`src/rtl/fifo_uart_tx_if.sv`:
```
// Read-port bundle between a first-word-fall-through byte FIFO and its UART drain.
// master = FIFO side (presents head word), slave = drain side (issues pops).
interface fifo_uart_tx_if #(
    parameter int unsigned DATA_WIDTH = 8
) ();
    logic                  fifo_empty;
    logic [DATA_WIDTH-1:0] fifo_data;
    logic                  fifo_deq;

    modport master (
        output fifo_empty,
        output fifo_data,
        input  fifo_deq
    );

    modport slave (
        input  fifo_empty,
        input  fifo_data,
        output fifo_deq
    );
endinterface

```
`src/rtl/fifo_uart_tx.sv`:
```
// Pops bytes from a fall-through FIFO and shifts each out as a start/data(LSB first)/stop
// serial frame; tx and done are registered, fifo_deq is the only combinational output.
module fifo_uart_tx #(
    parameter int unsigned DATA_WIDTH   = 8,
    parameter int unsigned CLKS_PER_BIT = 16
) (
    input  logic          clk,
    input  logic          rst,
    fifo_uart_tx_if.slave fifo,
    output logic          tx,
    output logic          busy,
    output logic          done
);
    localparam int unsigned BAUD_W = (CLKS_PER_BIT > 1) ? $clog2(CLKS_PER_BIT) : 1;
    localparam int unsigned IDX_W  = (DATA_WIDTH > 1) ? $clog2(DATA_WIDTH) : 1;
    localparam logic [BAUD_W-1:0] BAUD_LAST = BAUD_W'(CLKS_PER_BIT - 1);
    localparam logic [IDX_W-1:0]  IDX_LAST  = IDX_W'(DATA_WIDTH - 1);

    typedef enum logic [1:0] {
        IDLE,
        START,
        DATA,
        STOP
    } state_t;

    state_t                r_state, w_state_nxt;
    logic [DATA_WIDTH-1:0] r_shreg, w_shreg_nxt;
    logic [BAUD_W-1:0]     r_baud,  w_baud_nxt;
    logic [IDX_W-1:0]      r_idx,   w_idx_nxt;
    logic                  r_tx,    w_tx_nxt;
    logic                  r_done,  w_done_nxt;
    logic                  w_deq;
    logic                  w_bit_end;

    always_ff @(posedge clk) begin
        if (rst) begin
            r_state <= IDLE;
            r_shreg <= '0;
            r_baud  <= '0;
            r_idx   <= '0;
            r_tx    <= 1'b1;
            r_done  <= 1'b0;
        end else begin
            r_state <= w_state_nxt;
            r_shreg <= w_shreg_nxt;
            r_baud  <= w_baud_nxt;
            r_idx   <= w_idx_nxt;
            r_tx    <= w_tx_nxt;
            r_done  <= w_done_nxt;
        end
    end

    always_comb begin
        w_deq       = (r_state == IDLE) && !fifo.fifo_empty && !rst;
        w_bit_end   = (r_baud == BAUD_LAST);
        w_state_nxt = r_state;
        w_shreg_nxt = r_shreg;
        w_baud_nxt  = r_baud + BAUD_W'(1);
        w_idx_nxt   = r_idx;
        w_tx_nxt    = r_tx;
        w_done_nxt  = 1'b0;

        unique case (r_state)
            IDLE: begin
                w_baud_nxt = '0;
                if (w_deq) begin
                    w_shreg_nxt = fifo.fifo_data;
                    w_idx_nxt   = '0;
                    w_tx_nxt    = 1'b0;
                    w_state_nxt = START;
                end
            end
            START: begin
                if (w_bit_end) begin
                    w_baud_nxt  = '0;
                    w_tx_nxt    = r_shreg[0];
                    w_state_nxt = DATA;
                end
            end
            DATA: begin
                // tx is loaded with the bit that becomes shreg[0] after this shift
                if (w_bit_end) begin
                    w_baud_nxt  = '0;
                    w_shreg_nxt = r_shreg >> 1;
                    w_idx_nxt   = r_idx + IDX_W'(1);
                    w_tx_nxt    = w_shreg_nxt[0];
                    if (r_idx == IDX_LAST) begin
                        w_tx_nxt    = 1'b1;
                        w_state_nxt = STOP;
                    end
                end
            end
            STOP: begin
                if (w_bit_end) begin
                    w_baud_nxt  = '0;
                    w_done_nxt  = 1'b1;
                    w_state_nxt = IDLE;
                end
            end
            default: w_state_nxt = IDLE;
        endcase
    end

    assign fifo.fifo_deq = w_deq;
    assign tx            = r_tx;
    assign done          = r_done;
    assign busy          = (r_state != IDLE);
endmodule

```
`src/flat_wrapper.sv`:
```
// flat-port wrapper written by rule: the top's interface ports become plain ports
module fifo_uart_tx_flat 
#(
    parameter int unsigned DATA_WIDTH   = 8,
    parameter int unsigned CLKS_PER_BIT = 16
)
  (clk, rst, tx, busy, done, fifo_fifo_empty, fifo_fifo_data, fifo_fifo_deq);
  fifo_uart_tx_if #(.DATA_WIDTH(DATA_WIDTH)) fifo_i ();
  input  logic clk;
  input  logic rst;
  output logic tx;
  output logic busy;
  output logic done;
  input wire logic [$bits(fifo_i.fifo_empty)-1:0] fifo_fifo_empty;
  input wire logic [$bits(fifo_i.fifo_data)-1:0] fifo_fifo_data;
  output wire logic [$bits(fifo_i.fifo_deq)-1:0] fifo_fifo_deq;
  assign fifo_i.fifo_empty = fifo_fifo_empty;
  assign fifo_i.fifo_data = fifo_fifo_data;
  assign fifo_fifo_deq = fifo_i.fifo_deq;
  fifo_uart_tx #(.DATA_WIDTH(DATA_WIDTH), .CLKS_PER_BIT(CLKS_PER_BIT)) u_core (.clk(clk), .rst(rst), .fifo(fifo_i), .tx(tx), .busy(busy), .done(done));
endmodule
```
`config.mk`:
```
export PLATFORM = sky130hd
export DESIGN_NAME = fifo_uart_tx_flat
export DESIGN_NICKNAME = d
export VERILOG_FILES = /design/src/rtl/fifo_uart_tx_if.sv /design/src/rtl/fifo_uart_tx.sv /design/src/flat_wrapper.sv
export SDC_FILE = /design/constraint.sdc
export NUM_CORES = 1
export LEC_CHECK = 0
export BUFFER_PORTS_ARGS = -buffer_cell sky130_fd_sc_hd__buf_2
export CORE_MARGIN = 3
export CORE_UTILIZATION = 40
export DETAILED_ROUTE_END_ITERATION = 12
export GPL_TIMING_DRIVEN = 0
export MAX_ROUTING_LAYER = met4
export PLACE_DENSITY = 0.64
export SYNTH_ARGS = -nofsm -noshare
export SYNTH_HDL_FRONTEND = slang
export SYNTH_SLANG_ARGS = --single-unit
```
`constraint.sdc`:
```
create_clock -name clk -period 2.3 [get_ports clk]
set_input_delay 0.23 -clock clk [delete_from_list [all_inputs] [get_ports clk]]
set_output_delay 0.23 -clock clk [all_outputs]
set_load 0.005 [all_outputs]
```
== Yosys cells after proc, flatten, opt, wreduce, memory -nomap -nowiden ==
Index checks and enable logic that the tools add are counted.

* Bits of input ports: 11
* Logic and storage cells: 52
* Output and inout port bits: 4
* Flip-flop bits (word level): 19

* Bitwise logic cells: 1
* Eq/ne operators: 10
* Reductions and logical operators: 13
* Add/subtract/negate cells: 2
* Muxes and demuxes: 20

{| class="wikitable"
|+ Operators with widths
! cell !! number
|-
| $mux 8 || 2
|-
| $pmux 8 s2 || 1
|-
| $mux 2 || 5
|-
| $ne 2x1->1 const B || 4
|-
| $pmux 2 s4 || 1
|-
| $pmux 4 s2 || 1
|-
| $mux 3 || 2
|-
| $pmux 3 s2 || 1
|-
| $mux 1 || 5
|-
| $reduce_and 5->1 || 1
|-
| $add 4x1->4 const B || 1
|-
| $eq 2x2->1 const B || 2
|-
| $eq 4x4->1 const B || 1
|-
| $mux 4 || 1
|-
| $reduce_and 4->1 || 1
|-
| $reduce_bool 2->1 || 2
|-
| $add 3x1->3 const B || 1
|-
| $eq 3x3->1 const B || 1
|-
| $pmux 1 s3 || 1
|-
| $reduce_and 3->1 || 1
|-
| $reduce_bool 3->1 || 1
|-
| $reduce_or 3->1 || 1
|-
| $eq 2x1->1 const B || 1
|-
| $logic_and 1x1->1 || 2
|-
| 5 further kinds || 6
|}

== Logic depth before layout (Yosys ltp) ==
* Depth in word-level cells: 5
* Depth in mapped cells: 7
* Gate-level depth less buffers: 6

== Worst setup path after synthesis ==
Ideal clock, no wire load.

* Path type: flip-flop to flip-flop
* Start point: register u_core.r_state[0]
* End point: register u_core.r_state[1]
* Data arrival time: 1.554 ns
* Required time: 2.186 ns
* Cell stages (with the launch flop): 7
* Path slack: 0.631 ns
* Path buffers: 0
* Clock period less this slack: 1.669 ns
* Setup time: 0.114 ns
* Cells stage by stage: dfxtp_1 > inv_1 > ha_1 > or3_1 > a32oi_2 > mux2i_1 > nor2_1

* Longest elaborated chain between the ends: 5
* Elaborated cells on any way between the ends: 13
* Those cells by class: eq/ne (8); mux (1); reduce/logical (4)

{| class="wikitable"
|+ RTL lines
! what !! line !! source
|-
| from (decl) || fifo_uart_tx.sv:26 || <nowiki>state_t r_state, w_state_nxt;</nowiki>
|-
| from (signal assigned) || fifo_uart_tx.sv:44 || <nowiki>r_state <= w_state_nxt;</nowiki>
|-
| $logic_not 2->1 || fifo_uart_tx.sv:54, fifo_uart_tx.sv:63 ||
|-
| $logic_and 1x1->1 (2 in a row) || fifo_uart_tx.sv:54 || <nowiki>w_deq = (r_state == IDLE) && !fifo.fifo_empty && !rst;</nowiki>
|-
| $ne 2x2->1 (no line) || -- ||
|-
| $reduce_and 5->1 (no line) || -- ||
|}

Parallel ways exist; a longest one is shown, timed or not.
A chain may end at the register's enable or synchronous reset.

== Final worst setup path ==
Ends and elaborated chain as after synthesis.

==> results.md <==
- Status: completed
- CTS root buf: clkbuf_4
- Max FO, Critical Path: 7
- Via count: between 700 and 800
- Top-area cell type share of the netlist area: between 30% and 40%
- Sum Neg Setup Slack: 0 ns
- Critical path launch point type: flip-flop
- Crit. End Element: flip-flop
- Async set-reset flop share out of synthesis: 0%
- Initial antenna violation count: 0
- Top post-synthesis cells by area: dfxtp_1, ha_1, mux2i_1, nor2_1, a211oi_1
- Vias per inst: 5.12
- Total track usage: between 10% and 20%
- Detailed placer's ending HPWL: approximately 1.4 mm
- RR Startpoint: u_core.r_state[0]
- First-pass GRT wire length: about 3.2 mm
- Io pins: 15
- Hold_sp: fifo_fifo_data[7]
- Delay-heaviest family, CP: simple AND/OR/NAND/NOR gates
- Slew Limit Fails: 0
- Fin crit share: between 80% and 90%
- Post-CTS Setup Bufs: 0
- Setup WS post-layout: approximately 0.46 ns
- Ys Warns: 0
- Worst R2R Path Depth: 6
- CTS Hold Bufs: 0
- Max cap viols: 0
- Drt first pass iters: 4
- Clk buf depth: 2
- Final wirelength: 1.82 mm
- Layout Area Growth over Synthesis: 13.2%
- Crit path kind: reg2reg
- Synth Cell Area: 995 µm²
- Worst EP arrival: 2.04 ns
- Vias in the first global route: ~750
- Clock insertion delay at the later pin of the skew report: approximately 0.3 ns
- Nets: approximately 140
- Fill cells: 223
- Post-Syn Area per Cell: 10.2 µm²
- Max Clk Rate: 0.542 GHz
- Antenna diode count: 0
- Final Cell Area: 0.00113 mm²
- Slowest stage delay, CP: slightly above 0.4 ns
- Die Footprint: roughly 0.0031 mm²
- Final min period: roughly 1.8 ns
- Req. time, crit path: approximately 2.5 ns
- Crit path from: u_core.r_state[0]
- Layout cells sized above 1: between 20% and 30%
- Drt wl/cell: 12.7 µm
- Power per cell area: 973 mW/mm²
- Setup WS pre-CTS: 0.481 ns
- CTS HTree Levels: 1
- ANT nets after route: 0
- Post-Syn Nets: about 120
- Synth area leader: dfxtp_1
- Slew HR: 74.3%
- Endpoints failing hold: 0
- Most frequent cells after synthesis: dfxtp_1, nor2_1, mux2i_1
- CTS Buf Count: 3
- Number of DRC markers in iteration 0: 11
- Cts repair resizes: 0
- FF+latch count, synth: 19
- Worst Hold Class: in2reg
- Critical path cell sequence: inv_1, ha_1, or3_1, a32oi_2, mux2i_1, nor2_1
- Post-Syn Instances: 98
- Slowest CP cell: dfxtp_1
- Sequential share of the synthesized area: 38.2%
- Std-Cell Rows: 17
- Routability Congestion: 0.741
- Most common cell in the synthesized netlist: dfxtp_1
- WHS Endpoint: u_core.r_shreg[7]
- Peak supply drop: approximately 0.64 mV
- Initial core utilization: about 44%
- RSZ-0062 raised after global routing: no
- Main flop type after synthesis: dfxtp_1
- Core box area: between 0.002 and 0.0025 mm²
- Worst hold path depth: 3
- EDFF count, synth: 0
- Setup violators final: 0
- Global route overflow: 0
- Clock Skews: ~0.011 ns
- Least-Margin Pin Slew: 0.383 ns
- CTS tree: yes
- Largest net degree at the start of global routing: 11
- Placed instance area: 0.00110 mm²
- Count of input and output buffers: 14
- Clock transition at path regs: 0.11 ns
- Leak: 0.457 nW
- R2R Setup Slk: 0.46 ns
- Die Y-Extent: 55.9 µm
- Number of remaining DRC errors: 0
- DIE WIDTH: 55.9 µm
- # clock sinks: 19
- Yosys cell types: 31
- WP buf/inv: 1
- Critical R2R Capture: u_core.r_state[1]
how the worst max path moves through the flow:
stage | cells past startpoint | slack (ns) | endpoint
final | 6 | 0.46 | u_core.r_state[1]
after CTS | 6 | 0.45 | u_core.r_state[1]
after detailed placement | 6 | 0.48 | u_core.r_state[1]
after global routing | 7 | 0.32 | u_core.r_shreg[5]
after global placement | 6 | 0.51 | u_core.r_state[1]
after floorplan | 6 | 0.63 | u_core.r_state[1]
per-layer routing:
layer	global-route usage, %	part of all wire, %	up-vias
met4	3.05	0.71	0
met1	15.3	46	334
met3	4.18	5.3	2
li1	-	-	389
met5	-	0	-
met2	21.5	48	12
area by class of cell:
class                           count  area (µm²)  area share, %
Tap cell                           28        35.0           3.11
Clock buffer                        4        26.3           2.33
Buffer                              4        37.5           3.33
Timing Repair Buffer               14        70.1           6.22
Sequential cell                    19         380           33.8
Multi-Input combinational cell     71         562           49.9
Inverter                            4        15.0           1.33
cells in the final DEF (no fill, tap or decap), types with 2 or more instances in the layout:
cell | netlist | routed
a211oi_1 | 7 | 7
dfxtp_1 | 19 | 19
nor2_1 | 17 | 17
nand3_1 | 2 | 2
o21ai_0 | 2 | 2
ha_1 | 8 | 8
a211oi_2 | 3 | 3
nand2_1 | 3 | 3
buf_6 | 2 | 2
clkbuf_4 | 0 | 3
a22oi_1 | 2 | 2
buf_2 | 0 | 14
buf_4 | 2 | 2
inv_1 | 4 | 4
mux2i_1 | 9 | 9
sequential cells by signal (all words and copies together) (netlist names):
| signal | count |
|---|---|
| u_core.r_state | 2 |
| u_core.r_idx | 3 |
| u_core.r_shreg | 8 |
| u_core.done | 1 |
| u_core.tx | 1 |
| u_core.r_baud | 4 |
worst register-to-register path, stage by stage, from the launching register on:
cell	delay, ns
dfxtp_1	0.41
inv_1	0.10
ha_1	0.31
or3_1	0.41
a32oi_2	0.24
mux2i_1	0.22
nor2_1	0.05
kinds of logic after synthesis:
kind of cell,count (synthesis),share of synthesized area [%]
xor gates and xnor gates,2,1.76
and+or+nand+nor,31,16.0
muxes,9,9.06
adders and majority gates,8,10.1
buffers and inverters,8,5.28
AOI/OAI and AO/OA,21,19.6
DFF,19,38.2
metrics by stage:
| step | power, mW | utilization [%] | std cells | hold WS [ns] |
|---|---|---|---|---|
| global route | 1.19 | 49.5 | 144 | 0.234 |
| detailed placement | 0.940 | 48.3 | 140 | 0.439 |
| CTS | 1.11 | 49.5 | 144 | 0.205 |
| floorplan | 0.831 | - | 98 | 0.402 |
| global placement | 0.930 | 48.3 | 140 | 0.432 |
| finish | 1.10 | 49.5 | 144 | 0.209 |
report_power, final:
| group | switching (mW) | internal (mW) | total, mW |
|---|---|---|---|
| clock network | 0.0993 | 0.0675 | 0.167 |
| registers | 0.0464 | 0.401 | 0.448 |
| logic | 0.253 | 0.229 | 0.482 |
No activity file was read; power rests on OpenSTA's default activity.
